[src/rtl/sdram_pkg.sv]
// Shared definitions for the two-port SDRAM arbiter.
// Holds the FSM state encoding, the default access timeout and the port count.
package sdram_pkg;

  localparam int unsigned NumPorts       = 2;
  localparam int unsigned DefaultTimeout = 255;

  typedef enum logic [2:0] {
    StKick,
    StInit,
    StIdle,
    StIssue,
    StGuard,
    StWrite,
    StRead
  } state_e;

endpackage

[src/rtl/sdram_rr_arb.sv]
// Two-way round-robin picker.
// Ports:
//   req        - request vector, one bit per port
//   last_grant - index of the port granted most recently
//   grant      - index of the chosen port (meaningful only when any=1)
//   any        - at least one port is requesting
module sdram_rr_arb (
  input  logic [1:0] req,
  input  logic       last_grant,
  output logic       grant,
  output logic       any
);

  always_comb begin
    any = |req;
    // On a tie the port that did not win last time goes next.
    if (req == 2'b11) begin
      grant = ~last_grant;
    end else begin
      grant = req[1];
    end
  end

endmodule

[src/rtl/sdram_arb.sv]
// Two-port arbiter in front of a single SDRAM controller.
// Kicks controller initialisation after reset, then grants one access at a
// time round-robin, waits for write completion (mem_rdy) or read data
// (mem_valid), and abandons an access that outlives TIMEOUT cycles.
// Ports:
//   clk, rst                  - clock, asynchronous active-high reset
//   reqN_valid/we/addr/wdata  - request from port N, held until reqN_ack
//   reqN_ack/rdata/rvalid/done- grant pulse, read data, read strobe, completion
//   mem_en/we/addr/wdata      - command to the controller
//   mem_rdy/valid/rdata       - controller idle flag, read strobe, read data
//   init_done, busy, err      - status; err is sticky until reset
// Every output is a register.
module sdram_arb
  import sdram_pkg::*;
#(
  parameter int unsigned DATA_BITS = 32,
  parameter int unsigned ADDR_BITS = 12,
  parameter int unsigned TIMEOUT   = DefaultTimeout
) (
  input  logic                 clk,
  input  logic                 rst,
  input  logic                 req0_valid,
  input  logic                 req0_we,
  input  logic [ADDR_BITS-1:0] req0_addr,
  input  logic [DATA_BITS-1:0] req0_wdata,
  output logic                 req0_ack,
  output logic [DATA_BITS-1:0] req0_rdata,
  output logic                 req0_rvalid,
  output logic                 req0_done,
  input  logic                 req1_valid,
  input  logic                 req1_we,
  input  logic [ADDR_BITS-1:0] req1_addr,
  input  logic [DATA_BITS-1:0] req1_wdata,
  output logic                 req1_ack,
  output logic [DATA_BITS-1:0] req1_rdata,
  output logic                 req1_rvalid,
  output logic                 req1_done,
  output logic                 mem_en,
  output logic                 mem_we,
  output logic [ADDR_BITS-1:0] mem_addr,
  output logic [DATA_BITS-1:0] mem_wdata,
  input  logic                 mem_rdy,
  input  logic                 mem_valid,
  input  logic [DATA_BITS-1:0] mem_rdata,
  output logic                 init_done,
  output logic                 busy,
  output logic                 err
);

  localparam logic [7:0] TimeoutCnt = TIMEOUT[7:0];

  state_e                state_q, state_d;
  logic                  last_q, last_d;
  logic                  port_q, port_d;
  logic [7:0]            wdog_q, wdog_d, wdog_inc;
  logic                  mem_en_q, mem_en_d, mem_we_q, mem_we_d;
  logic [ADDR_BITS-1:0]  mem_addr_q, mem_addr_d;
  logic [DATA_BITS-1:0]  mem_wdata_q, mem_wdata_d;
  logic [NumPorts-1:0]   ack_q, ack_d, rvalid_q, rvalid_d, done_q, done_d;
  logic [DATA_BITS-1:0]  rdata0_q, rdata0_d, rdata1_q, rdata1_d;
  logic                  init_done_q, init_done_d, busy_q, busy_d, err_q, err_d;
  logic                  grant, any;
  logic                  complete;

  sdram_rr_arb u_rr_arb (
    .req       ({req1_valid, req0_valid}),
    .last_grant(last_q),
    .grant     (grant),
    .any       (any)
  );

  assign wdog_inc = wdog_q + 8'd1;
  assign complete = (state_q == StWrite) ? mem_rdy : mem_valid;

  always_comb begin
    state_d     = state_q;
    last_d      = last_q;
    port_d      = port_q;
    wdog_d      = wdog_q;
    mem_en_d    = 1'b0;
    mem_we_d    = mem_we_q;
    mem_addr_d  = mem_addr_q;
    mem_wdata_d = mem_wdata_q;
    ack_d       = '0;
    rvalid_d    = '0;
    done_d      = '0;
    rdata0_d    = rdata0_q;
    rdata1_d    = rdata1_q;
    init_done_d = init_done_q;
    err_d       = err_q;
    unique case (state_q)
      StKick: begin
        mem_en_d = 1'b1;
        state_d  = StInit;
      end
      StInit: begin
        if (mem_rdy) begin
          init_done_d = 1'b1;
          state_d     = StIdle;
        end
      end
      StIdle: begin
        if (mem_rdy && any) begin
          mem_en_d     = 1'b1;
          ack_d[grant] = 1'b1;
          last_d       = grant;
          port_d       = grant;
          mem_we_d     = grant ? req1_we    : req0_we;
          mem_addr_d   = grant ? req1_addr  : req0_addr;
          mem_wdata_d  = grant ? req1_wdata : req0_wdata;
          state_d      = StIssue;
        end
      end
      StIssue: begin
        wdog_d  = '0;
        state_d = StGuard;
      end
      // Controller needs a cycle to drop rdy after the command; ignore it here.
      StGuard: state_d = mem_we_q ? StWrite : StRead;
      StWrite, StRead: begin
        wdog_d = wdog_inc;
        // Completion is tested first so it wins over a coincident timeout.
        if (complete) begin
          done_d[port_q] = 1'b1;
          if (state_q == StRead) begin
            rvalid_d[port_q] = 1'b1;
            if (port_q) rdata1_d = mem_rdata;
            else        rdata0_d = mem_rdata;
          end
          state_d = StIdle;
        end else if (wdog_inc == TimeoutCnt) begin
          err_d          = 1'b1;
          done_d[port_q] = 1'b1;
          state_d        = StIdle;
        end
      end
      default: state_d = StKick;
    endcase
    busy_d = state_d inside {StIssue, StGuard, StWrite, StRead};
  end

  always_ff @(posedge clk or posedge rst) begin
    if (rst) begin
      state_q     <= StKick;
      last_q      <= 1'b1;
      port_q      <= 1'b0;
      wdog_q      <= '0;
      mem_en_q    <= 1'b0;
      mem_we_q    <= 1'b0;
      mem_addr_q  <= '0;
      mem_wdata_q <= '0;
      ack_q       <= '0;
      rvalid_q    <= '0;
      done_q      <= '0;
      rdata0_q    <= '0;
      rdata1_q    <= '0;
      init_done_q <= 1'b0;
      busy_q      <= 1'b0;
      err_q       <= 1'b0;
    end else begin
      state_q     <= state_d;
      last_q      <= last_d;
      port_q      <= port_d;
      wdog_q      <= wdog_d;
      mem_en_q    <= mem_en_d;
      mem_we_q    <= mem_we_d;
      mem_addr_q  <= mem_addr_d;
      mem_wdata_q <= mem_wdata_d;
      ack_q       <= ack_d;
      rvalid_q    <= rvalid_d;
      done_q      <= done_d;
      rdata0_q    <= rdata0_d;
      rdata1_q    <= rdata1_d;
      init_done_q <= init_done_d;
      busy_q      <= busy_d;
      err_q       <= err_d;
    end
  end

  assign mem_en      = mem_en_q;
  assign mem_we      = mem_we_q;
  assign mem_addr    = mem_addr_q;
  assign mem_wdata   = mem_wdata_q;
  assign req0_ack    = ack_q[0];
  assign req1_ack    = ack_q[1];
  assign req0_rvalid = rvalid_q[0];
  assign req1_rvalid = rvalid_q[1];
  assign req0_done   = done_q[0];
  assign req1_done   = done_q[1];
  assign req0_rdata  = rdata0_q;
  assign req1_rdata  = rdata1_q;
  assign init_done   = init_done_q;
  assign busy        = busy_q;
  assign err         = err_q;

endmodule

[config.mk]
export PLATFORM = sky130hd
export DESIGN_NAME = sdram_arb
export DESIGN_NICKNAME = d
export VERILOG_FILES = /design/src/rtl/sdram_pkg.sv /design/src/rtl/sdram_rr_arb.sv /design/src/rtl/sdram_arb.sv
export SDC_FILE = /design/constraint.sdc
export NUM_CORES = 1
export LEC_CHECK = 0
export ABC_CLOCK_PERIOD_IN_PS = 4500
export CORE_MARGIN = 1.5
export CORE_UTILIZATION = 42
export DETAILED_ROUTE_END_ITERATION = 12
export PLACE_DENSITY = 0.91
export RECOVER_POWER = 100
export SLEW_MARGIN = 10
export SYNTH_ARGS = -nofsm -noshare
export SYNTH_HDL_FRONTEND = slang
export SYNTH_HIERARCHICAL = 1
export SYNTH_SLANG_ARGS = --single-unit
export TNS_END_PERCENT = 30
[constraint.sdc]
create_clock -name clk -period 4.5 [get_ports clk]
set_input_delay 0.675 -clock clk [delete_from_list [all_inputs] [get_ports clk]]
set_output_delay 0.675 -clock clk [all_outputs]
set_load 0.01 [all_outputs]
# Word-level counts from Yosys, hierarchy flattened
# Cells that the tools add are included.
dict set report word_totals {
  ff_bits 132
  word_cells 75
}
dict set report classes {
  n_addsub 1
  magnitude_cmp 4
  n_eq_ne 12
  n_mux 26
  n_bitwise 3
  n_reduce_logical 13
}
# op n
set ops {}
lappend ops {{$mux 32} 1}
lappend ops {{$eq 3x3->1 const B} 6}
lappend ops {{$mux 2} 9}
lappend ops {{$pmux 3 s6} 1}
lappend ops {{$pmux 8 s2} 1}
lappend ops {{$mux 12} 1}
lappend ops {{$mux 3} 4}
lappend ops {{$eq 3x2->1 const B} 3}
lappend ops {{$add 8x1->8 const B} 1}
lappend ops {{$eq 8x8->1 const B} 1}
lappend ops {{$reduce_and 4->1} 2}
lappend ops {{$mux 1} 6}
lappend ops {{$lt 1x2->1 const B} 2}
lappend ops {{$reduce_and 2->1} 2}
lappend ops {{$reduce_bool 4->1} 1}
lappend ops {{$reduce_or 2->1} 2}
lappend ops {{$eq 3x1->1 const B} 1}
lappend ops {{$logic_and 1x1->1} 3}
lappend ops {{$logic_not 3->1} 1}
lappend ops {{$not 1->1} 3}
lappend ops {{$reduce_and 3->1} 1}
lappend ops {{$demux 1 s1} 2}
lappend ops {{$eq 2x2->1 const B} 1}
lappend ops {{$ge 1x1->1 const B} 2}
lappend ops {{other kinds (2)} 2}

# Logic depth before layout (Yosys ltp)
dict set report logic_depth {
  depth_word 8
  mapped_depth 8
  depth_no_buf 6
}

# Hierarchy
# Netlist, hierarchy kept.
# module instances cells_per_inst area_per_inst_um2
set modules_own_cells {}
lappend modules_own_cells {sdram_arb 1 518 5576.6}
lappend modules_own_cells {sdram_rr_arb 1 2 13.8}

# Worst setup path before layout
# OpenSTA, ideal clock, no wires.
dict set report synth_timing {
  path_type {input port to flip-flop}
  start {input req1_valid}
  end {register mem_wdata_q[10], in the netlist mem_wdata[10]}
  arrival_time_ns 1.844
  t_required_ns 4.367
  setup_slack_ns 2.523
  path_stages 5
  path_buffers 2
  path_cell_list {a21boi_1 > buf_2 > buf_1 > mux2i_1 > o21ai_0}
}
dict set report synth_via {
  elab_chain_len 3
  word_cells_on_any_way 6
}
# element line_no
set synth_rtl {}
lappend synth_rtl {{start, declared} sdram_arb.sv:30} ;# input logic req1_valid,
lappend synth_rtl {{$eq 2x2->1 / $reduce_or 2->1 (equally long branches)} {sdram_rr_arb.sv:17, sdram_rr_arb.sv:15}}
lappend synth_rtl {{$mux 1 / $logic_and 1x1->1 (equally long branches)} {sdram_rr_arb.sv:17, sdram_arb.sv:103}}
lappend synth_rtl {{$mux 32 / $reduce_and 2->1 (equally long branches)} n/a}
lappend synth_rtl {{end signal, assigned} sdram_arb.sv:168} ;# mem_wdata_q <= mem_wdata_d;
lappend synth_rtl {{end, declared} sdram_arb.sv:58} ;# logic [DATA_BITS-1:0] mem_wdata_q, mem_wdata_d;
# Parallel ways exist; a longest one is shown, timed or not.
# A chain may end at the register's enable or synchronous reset.

# Worst setup path after layout
dict set report layout_timing {
  start {register state_q[0]}
  end {register rdata1_q[25], in the netlist req1_rdata[25]}
}
dict set report layout_via {
  elab_chain_len 3
  word_cells_on_any_way 5
}
# element line_no
set layout_rtl {}
lappend layout_rtl {{start, declared} sdram_arb.sv:52} ;# state_e state_q, state_d;
lappend layout_rtl {{start signal, assigned} sdram_arb.sv:144} ;# state_q <= StKick;
lappend layout_rtl {{start signal, assigned} sdram_arb.sv:161} ;# state_q <= state_d;
lappend layout_rtl {{$eq 3x3->1, on equally long branches} {sdram_arb.sv:73, sdram_arb.sv:91, sdram_arb.sv:125}}
lappend layout_rtl {{$mux 1 / $reduce_or 2->1 (equally long branches)} {sdram_arb.sv:73, sdram_arb.sv:91}}
lappend layout_rtl {{$reduce_and 4->1 (no source line) *} n/a}
lappend layout_rtl {{end signal, assigned} sdram_arb.sv:173} ;# rdata1_q <= rdata1_d;
lappend layout_rtl {{end, declared} sdram_arb.sv:60} ;# logic [DATA_BITS-1:0] rdata0_q, rdata0_d, rdata1_q, rdata1_d;
# Mark *: on every way between the ends. The rest lies on a longest branch, timed or not.

==> flow_metrics.tcl <==
set metrics [dict create \
    cts.sinks 132 \
    area_growth_pct 56.8 \
    arrival_ps 3710 \
    synth_seq_cells 132 \
    cp_cell_sequence "nor2b_1 -> nand4_1 -> clkbuf_1 -> inv_1 -> nand2_1 -> nand2_1" \
    critPathTopFamily "buffers and inverters" \
    cts_tree "done" \
    whs_ps 461 \
    grt_pass1_wl_um 25800 \
    syn_inst 520 \
    worst_clock_skew_ps 8.21 \
    clk_latency_ps 410 \
    cap_violations 1 \
    fin_crit_sh_pct 76.2 \
    fin_cells 945 \
    die_y_um 118 \
    clockBufferDepth 2 \
    syn_area_um2 5590 \
    rsz0062_at_grt "false" \
    grt_overflow 0 \
    fin_area_um2 8760 \
    hpwl_um 11600 \
    grt_start_max_net_pins 68 \
    path_depth 6 \
    regArea_um2 3300 \
    coreArea_um2 12800 \
    routabilityCongestion 0.875 \
    syn_area_per_cell_um2 10.8 \
    start_util_pct 43.6 \
    p_leak_nw 4.13 \
    hold_violations 0 \
    worstMarginPinSlew_ps 2910 \
    num_antenna_cells 0 \
    postCtsHoldBufs 0 \
    cp-end-kind "flip-flop" \
    place_inst 913 \
    hold_class "reg -> reg" \
    cts-resized-gates 0 \
    route.detailed.drc 0 \
    h-tree-depth 4 \
    hold_depth 1 \
    synth_top_flop_cell "dfrtp_1" \
    grt_pass1_vias 5107 \
    die_area_um2 14000 \
    crit_required_ps 4780 \
    multi_input_area_um2 2130 \
    finalSetupTns_ps 0 \
    postRouteAntennaNets 0 \
    root_buffer "clkbuf_16" \
    finalCriticalPeriod_ps 3430 \
    fin_nets 890 \
    peakVddDrop_v 0.000372 \
    crit_path_start_kind "flip-flop" \
    wire_per_inst_um 16.7 \
    initialDrtViolationCount 338 \
    path_common_cell "nand2_1" \
    vias 4854 \
    synth_nets 650 \
    viasPerCell 5.14 \
    violations "capacitance limit, slew limit" \
    setup_viol 0 \
    wl_um 15800 \
    worst_slew_margin_rel_pct -95.2 \
    synth-edff-count 0 \
    outcome "finished, violations left" \
    crit_type "reg -> reg" \
    powerDensity_nw_per_um2 627 \
    max_clock_freq_mhz 292 \
    drive_gt1_share_pct 9.70 \
    synthArstFlopShare_pct 100 \
    reg2reg_depth 6 \
    pin_count 247 \
    cts_buffers 17 \
    clk_pin_slew_worst_paths_ps 60 \
    slowest_delay_ps 1080 \
    crit_buf_inv 2 \
    rows 41 \
    yosysSeqAreaShare_pct 59.1 \
    fillCellCount 900 \
    crit_slowest_cell "clkbuf_1" \
    place_area_um2 8200 \
    post-route-util_pct 68.3 \
    postCtsSetupRepairBufs 0 \
    synthDistinctLibCells 44 \
    cp_max_fo 33 \
    port_buffers 246 \
    fp.dieW_um 118 \
    gr-usage-all-layers_pct 23.4 \
    dr.pass1.iters 6 \
    yosys_warnings 6 \
    antenna_found_initial 0 \
    final_max_slew_viol_count 66 \
]
==> synth_stat cells, types with 2 or more instances <==
cell,instances,area share [%]
nand2_1,152,10
dfrtp_1,131,59
o21ai_0,50,4.5
mux2i_1,45,8.1
mux2_2,33,6.6
buf_2,15,1.3
a21oi_1,14,1.3
clkbuf_1,11,0.74
inv_1,8,0.54
nor2_1,6,0.40
a311oi_1,5,0.78
nand3_1,4,0.36
a31oi_1,3,0.34
and3_2,3,0.40
buf_1,3,0.20
nand2b_1,3,0.34
nor3_1,3,0.27
a211oi_1,2,0.27
ha_1,2,0.45
nand4_1,2,0.22
o22ai_1,2,0.22
==> placed cells by master, fill, tap and decap left out, types with 2 or more instances in the layout <==
| cell | instances |
|---|---|
| clkinvlp_4 | 3 |
| a21oi_1 | 14 |
| bufinv_16 | 2 |
| mux2i_1 | 45 |
| clkbuf_1 | 2 |
| a31oi_1 | 3 |
| nand2_1 | 152 |
| nor2_1 | 6 |
| nand2b_1 | 3 |
| a211oi_1 | 3 |
| and3_2 | 3 |
| clkbuf_16 | 17 |
| nor3_1 | 3 |
| clkdlybuf4s50_1 | 126 |
| inv_1 | 7 |
| o21ai_0 | 50 |
| a311oi_1 | 5 |
| clkinv_4 | 4 |
| clkinv_2 | 2 |
| buf_4 | 2 |
| dlygate4sd3_1 | 120 |
| ha_1 | 2 |
| mux2_2 | 33 |
| inv_6 | 3 |
| nand4_1 | 2 |
| o22ai_1 | 2 |
| nand3_1 | 5 |
| dfrtp_1 | 131 |
==> cell families after synthesis <==
group / after synthesis / synth area share, %
AOI/OAI and AO/OA: 86 / 8.98
xor gates and xnor gates: 3 / 0.604
adders and majority gates: 2 / 0.448
buffers and inverters: 38 / 2.89
DFF: 132 / 59.1
muxes: 78 / 14.7
and+or+nand+nor: 181 / 13.3
==> worst paths after layout <==
| kind | slack (ps) | to | startpoint |
|---|---|---|---|
| worst max-delay path | 1070 | req1_rdata[25] | state_q[0] |
| worst min-delay path | 460 | init_done | init_done |
| worst max register to register | 1070 | req1_rdata[25] | state_q[0] |
| worst min register to register | 460 | init_done | init_done |
| max in group asynchronous | 1640 | ack_q[1] | rst |
| min in group asynchronous | 1550 | req1_rdata[30] | rst |
==> report_power, final <==
part	switching (mW)	internal [mW]	total (mW)
Clock	0.528	0.821	1.35
Sequential	0.340	1.71	2.05
Combinational	0.994	1.10	2.10
==> per-stage QoR <==
stage               setup slack [ps]  power [mW]
floorplan                        301        3.02
global placement                1630        4.25
detailed placement              1520        4.37
CTS                             1880        5.75
global route                     770        5.84
finish                          1070        5.50
==> registers in the layout (all words and copies together), names as in the netlist <==
register    flops
wdog_q          8
done_q          2
last_q          1
mem_addr       12
req0_rdata     32
mem_en          1
init_done       1
err             1
busy            1
state_q         3
ack_q           2
mem_wdata      32
mem_we          1
port_q          1
req1_rdata     32
rvalid_q        2
==> cell type report <==
class / count / area share [%]
clock buffer: 18 / 4.90
clock inverter: 14 / 1.76
inverter: 9 / 0.400
multi-input combinational: 350 / 24.3
sequential: 132 / 37.7
tap: 172 / 2.46
timing repair buffer: 250 / 28.5
==> metal layers <==
layer | vias up | global-route usage (%) | wire, µm
met5 | - | 0 | 0
met4 | 0 | 8.43 | 347
met3 | 28 | 8.69 | 1580
met2 | 247 | 40.4 | 7830
met1 | 2324 | 26.5 | 6070
li1 | 2255 | - | -
(Power assumes the default switching activity.)
==> edit 1: new RTL, same flow settings <==
Register the output `err` once more, cleared by the reset; this adds one clock of latency there. The other outputs are not delayed to match.
--- a/src/rtl/sdram_arb.sv
+++ b/src/rtl/sdram_arb.sv
@@ -192,5 +192,11 @@
   assign init_done   = init_done_q;
   assign busy        = busy_q;
-  assign err         = err_q;
+  always_ff @(posedge clk or posedge rst) begin
+    if (rst) begin
+      err <= '0;
+    end else begin
+      err <= err_q;
+    end
+  end
 
 endmodule
Formal check against the unedited RTL: same outputs for any inputs over 10 cycles, from zero or initial values and one cycle with rst high; that may be too few to reach the edited logic, so the function may still have changed.
==> edit 1 against the unedited design <==
- the run still ends with max-capacitance violations, max-slew violations left
- design area decreased by 0.79%
- largest cell class unchanged
- power down 3.8%
- sequential cell count is 1 higher
- synthesized area up 0.45%
- wire length shrank 6.8%
- worst setup slack improved by 270 ps
==> edit 1: results (changes against the unedited design) <==
Wire per inst -> 15.6 um (-7.0%)
Nets -> 893 (+0.34%)
Reg2Reg Depth -> 5 (-1)
DRT iter0 DRCs -> 238 (-30%)
Failing checks -> max-capacitance violations, max-slew violations
Hold wc startpoint -> err_q
Max Cap Violations -> 2 (+1)
Critical path arrival -> 3420 ps (-290 ps)
Number of global-route vias before repair -> 4721 (-7.6%)
Gr usage total -> 0.221 (-0.0131)
Hold Crit Depth -> 0 (-1)
Final Instance Count excl. Fillers -> 947 (+0.21%)
Crit-path max FO -> 52 (+58%)
Worst VDD drop -> 0.261 mV (-30%)
Placed Cells incl. Taps -> 920 (+0.77%)
Post-DP Area -> 0.00823 mm2 (+0.37%)
Met1 Track Usage GR -> 0.265 (-0.000644)
Startpoint Class -> register
DP HPWL -> 10.6 mm (-8.1%)
Leakage -> 4.10 nW (-0.69%)
First-pass GRT wire length -> 24.3 mm (-5.9%)
R2r endpoint -> mem_wdata[7]
Status -> finished with violations
Routability cong. -> 0.772 (-12%)
Slew Viols, Final -> 65 (-1.5%)
Met1 WL -> 5.98 mm (-1.5%)
Global Route met3 Usage -> 0.0878 (+0.000965)
1st-pass router iterations -> 4 (-2)
Worst R2R Setup Slack -> 1340 ps (+270 ps)
Routed length on met3 -> 1.51 mm (-4.4%)
Layout cells sized above 1 -> 0.0882 (-0.00883)
Synth cell count leaders -> 152 x nand2_1, 132 x dfrtp_1, 50 x o21ai_0
Syn Nets -> 651 (+0.15%)
Top cells by area, synth -> dfrtp_1 59%, nand2_1 10%, mux2i_1 8.0%
Crit Reg-Reg Startpoint -> state_q[2]
Metal2 WL -> 6.93 mm (-11%)
Worst Clk Skew -> 7.66 ps (-0.555 ps)
Fillers -> 1005 (+12%)
Register area share after synthesis -> 0.593 (+0.00182)
Pin count of the biggest net entering global routing -> 81 (+19%)
## edit 1: changes by cell type after synthesis, sizes merged
cell	change
dfrtp	+1
## edit 1: kinds of logic after synthesis
| logic type | after synthesis | synth area share |
|---|---|---|
| buf+inv | 38 | 0.0287 |
| mux | 78 | 0.146 |
| fa+ha+maj | 2 | 0.00446 |
| flops | 133 | 0.593 |
| compound gates | 86 | 0.0894 |
| simple gates | 181 | 0.132 |
| xor+xnor | 3 | 0.00602 |
## edit 1: where the power goes
| part | total [mW] | internal, mW | switching, mW | leakage [nW] |
|---|---|---|---|---|
| logic | 2.07 | 1.11 | 0.959 | 2.18 |
| registers | 2.03 | 1.72 | 0.315 | 1.67 |
| clock network | 1.19 | 0.728 | 0.462 | 0.245 |
| total | 5.29 | 3.56 | 1.74 | 4.10 |
## edit 1: how the worst max path moves through the flow
stage                          endpoint  slack, ps  cells after the start
after global placement      mem_addr[9]       1600                      6
after CTS                  mem_wdata[7]       1800                      5
final                      mem_wdata[7]       1340                      5
after detailed placement  mem_wdata[19]       1560                      6
after global routing       mem_addr[10]        970                      5
after floorplan                ack_q[0]        270                      1
## edit 1: cell type report
type / count / area, um2 / share of cell area
repair buffers: 252 / 2490 / 0.287
clock buffers: 22 / 474 / 0.0545
clock inverters: 5 / 30.0 / 0.00345
flip-flops and latches: 133 / 3330 / 0.383
inverters: 9 / 38.8 / 0.00446
multi-input cells: 350 / 2110 / 0.243
well taps: 176 / 220 / 0.0253
## edit 1: critical path, stage by stage (launching register included)
cell and delay (ps):
dfrtp_1 650, clkinv_1 370, nand3_1 220, nand2b_1 1000, buf_4 550, o21ai_0 190
==> edit 2: new RTL, config.mk and constraints unchanged <==
Made on the original files. Change the parameter `DATA_BITS` from 32 to 28.
--- a/src/rtl/sdram_arb.sv
+++ b/src/rtl/sdram_arb.sv
@@ -14,5 +14,5 @@
   import sdram_pkg::*;
 #(
-  parameter int unsigned DATA_BITS = 32,
+  parameter int unsigned DATA_BITS = 28,
   parameter int unsigned ADDR_BITS = 12,
   parameter int unsigned TIMEOUT   = DefaultTimeout
Interface: changed (6 resized); port bits go from 247 to 223. No check against the original RTL was run, so the function may have changed too.
==> edit 2 against the unedited design <==
- the flow still finishes with violations (max-capacitance violations, max-slew violations)
- global-route usage down 1.6 points
- hold slack improved by 12 ps
- synthesized area fell by 8.4%
- wire length shrank 13%
- sequential power fell by 9%
- fmax is 4.4% higher
- combinational power decreased by 10%
- clock skew fell by 2.4 ps
- sequential cell count decreased by 12
- design area decreased by 8.3%
- power shrank 6.8%
- worst setup slack gained 140 ps
- first-iteration DRC count grew 8.9%
- non-clock buffer count down 22
- critical path type is now primary input to register
- largest power group unchanged
- highest routed layer unchanged
==> edit 2: results (changes against the unedited design) <==
Worst-Skew Late Latency -> 400 ps
Drt via density -> 5.15 (+0.29%)
Routed length on met3 -> 1.00 mm (-37%)
Dpl ws -> 1470 ps (-50.8 ps)
Number of global-route vias before repair -> 4431 (-13%)
Buffers added on ports -> 222 (-9.8%)
Layout cells sized above 1 -> 0.103 (+0.00565)
Synth cell count leaders -> 136 x nand2_1, 119 x dfrtp_1, 46 x o21ai_0
Register area share after synthesis -> 0.587 (-0.00448)
Wire per inst -> 16.1 um (-3.9%)
Post-CTS resize count -> 0 (unchanged)
Crit-path max FO -> 29 (-12%)
Critical path arrival -> 3560 ps (-150 ps)
Syn Nets -> 597 (-8.2%)
Post-synthesis cell count -> 479 (-7.9%)
Worst slew margin -> -0.645 (+0.307)
Fillers -> 859 (-4.6%)
Leakage -> 3.79 nW (-8.3%)
Gr usage total -> 0.218 (-0.0161)
Top cells by area, synth -> dfrtp_1 58%, nand2_1 10%, mux2i_1 8.0%
Failing checks -> max-capacitance violations, max-slew violations
DRT iter0 DRCs -> 368 (+8.9%)
DP HPWL -> 9.96 mm (-14%)
Worst VDD drop -> 0.276 mV (-26%)
Nets -> 816 (-8.3%)
Slew Viols, Final -> 89 (+35%)
Status -> finished with violations
Initial antenna violation count -> 0 (unchanged)
Hold Path Class -> register to register
Placed Cells incl. Taps -> 826 (-9.5%)
Slowest stage delay, CP -> 1010 ps (-70 ps)
Worst Clk Skew -> 5.78 ps (-2.43 ps)
Max Cap Violations -> 2 (+1)
Routability cong. -> 0.828 (-5.4%)
Post-DP Area -> 0.00746 mm2 (-9.0%)
Met1 WL -> 5.58 mm (-8.0%)
First-pass GRT wire length -> 22.0 mm (-15%)
Metal2 WL -> 6.87 mm (-12%)
## edit 2: cell types whose count changed after synthesis, sizes merged
cell,unedited run,this run
buf,18,15
mux2i,45,41
mux2,33,29
clkbuf,11,13
nand2,152,136
o21ai,50,46
dfrtp,131,119
## edit 2: path summary, 6_finish.rpt
kind	from	endpoint	slack, ps	cells after the start
max	mem_valid	req1_rdata[9]	1220	6
min	req1_rdata[14]	req1_rdata[14]	470	2
max reg2reg	state_q[0]	req1_rdata[9]	1240	6
min reg2reg	req1_rdata[14]	req1_rdata[14]	470	2
max in group asynchronous	rst	mem_wdata[6]	1390	3
min in group asynchronous	rst	req0_rdata[3]	1410	2
## edit 2: cells by family after synthesis
group | count (synthesis) | share of synthesized area
buf+inv | 37 | 0.0313
xor+xnor | 3 | 0.00660
flops | 120 | 0.587
simple gates | 165 | 0.133
mux | 70 | 0.144
fa+ha+maj | 2 | 0.00489
compound gates | 82 | 0.0941
## edit 2: cell type report
class / instances / area, um2 / area share
inverter: 9 / 35.0 / 0.00436
multi-input combinational: 322 / 1960 / 0.244
sequential: 120 / 3000 / 0.374
tap: 147 / 184 / 0.0229
timing repair buffer: 228 / 2250 / 0.280
clock buffer: 17 / 425 / 0.0529
clock inverter: 15 / 179 / 0.0223
## edit 2: through the flow
stage | hold slack, ps | power (mW)
floorplan | 439 | 2.76
global placement | 453 | 3.85
detailed placement | 469 | 3.95
CTS | 482 | 5.35
global route | 491 | 5.44
finish | 473 | 5.12
## edit 2: layer usage
metal / track usage / vias to the layer above
met5: 0 / -
li1: - / 2072
met3: 0.0648 / 30
met4: 0.0817 / 0
met2: 0.370 / 207
met1: 0.263 / 2111
## edit 2: power breakdown
group	total, mW	switching, mW	leakage (nW)	internal, mW
combinational	1.89	0.892	1.99	0.999
sequential	1.87	0.316	1.51	1.55
clock	1.36	0.493	0.285	0.872
## edit 2: worst max-delay path, delay by kind of cell
family	cells	cell delay, ps
and+or+nand+nor	3	500
buffers and inverters	3	2350
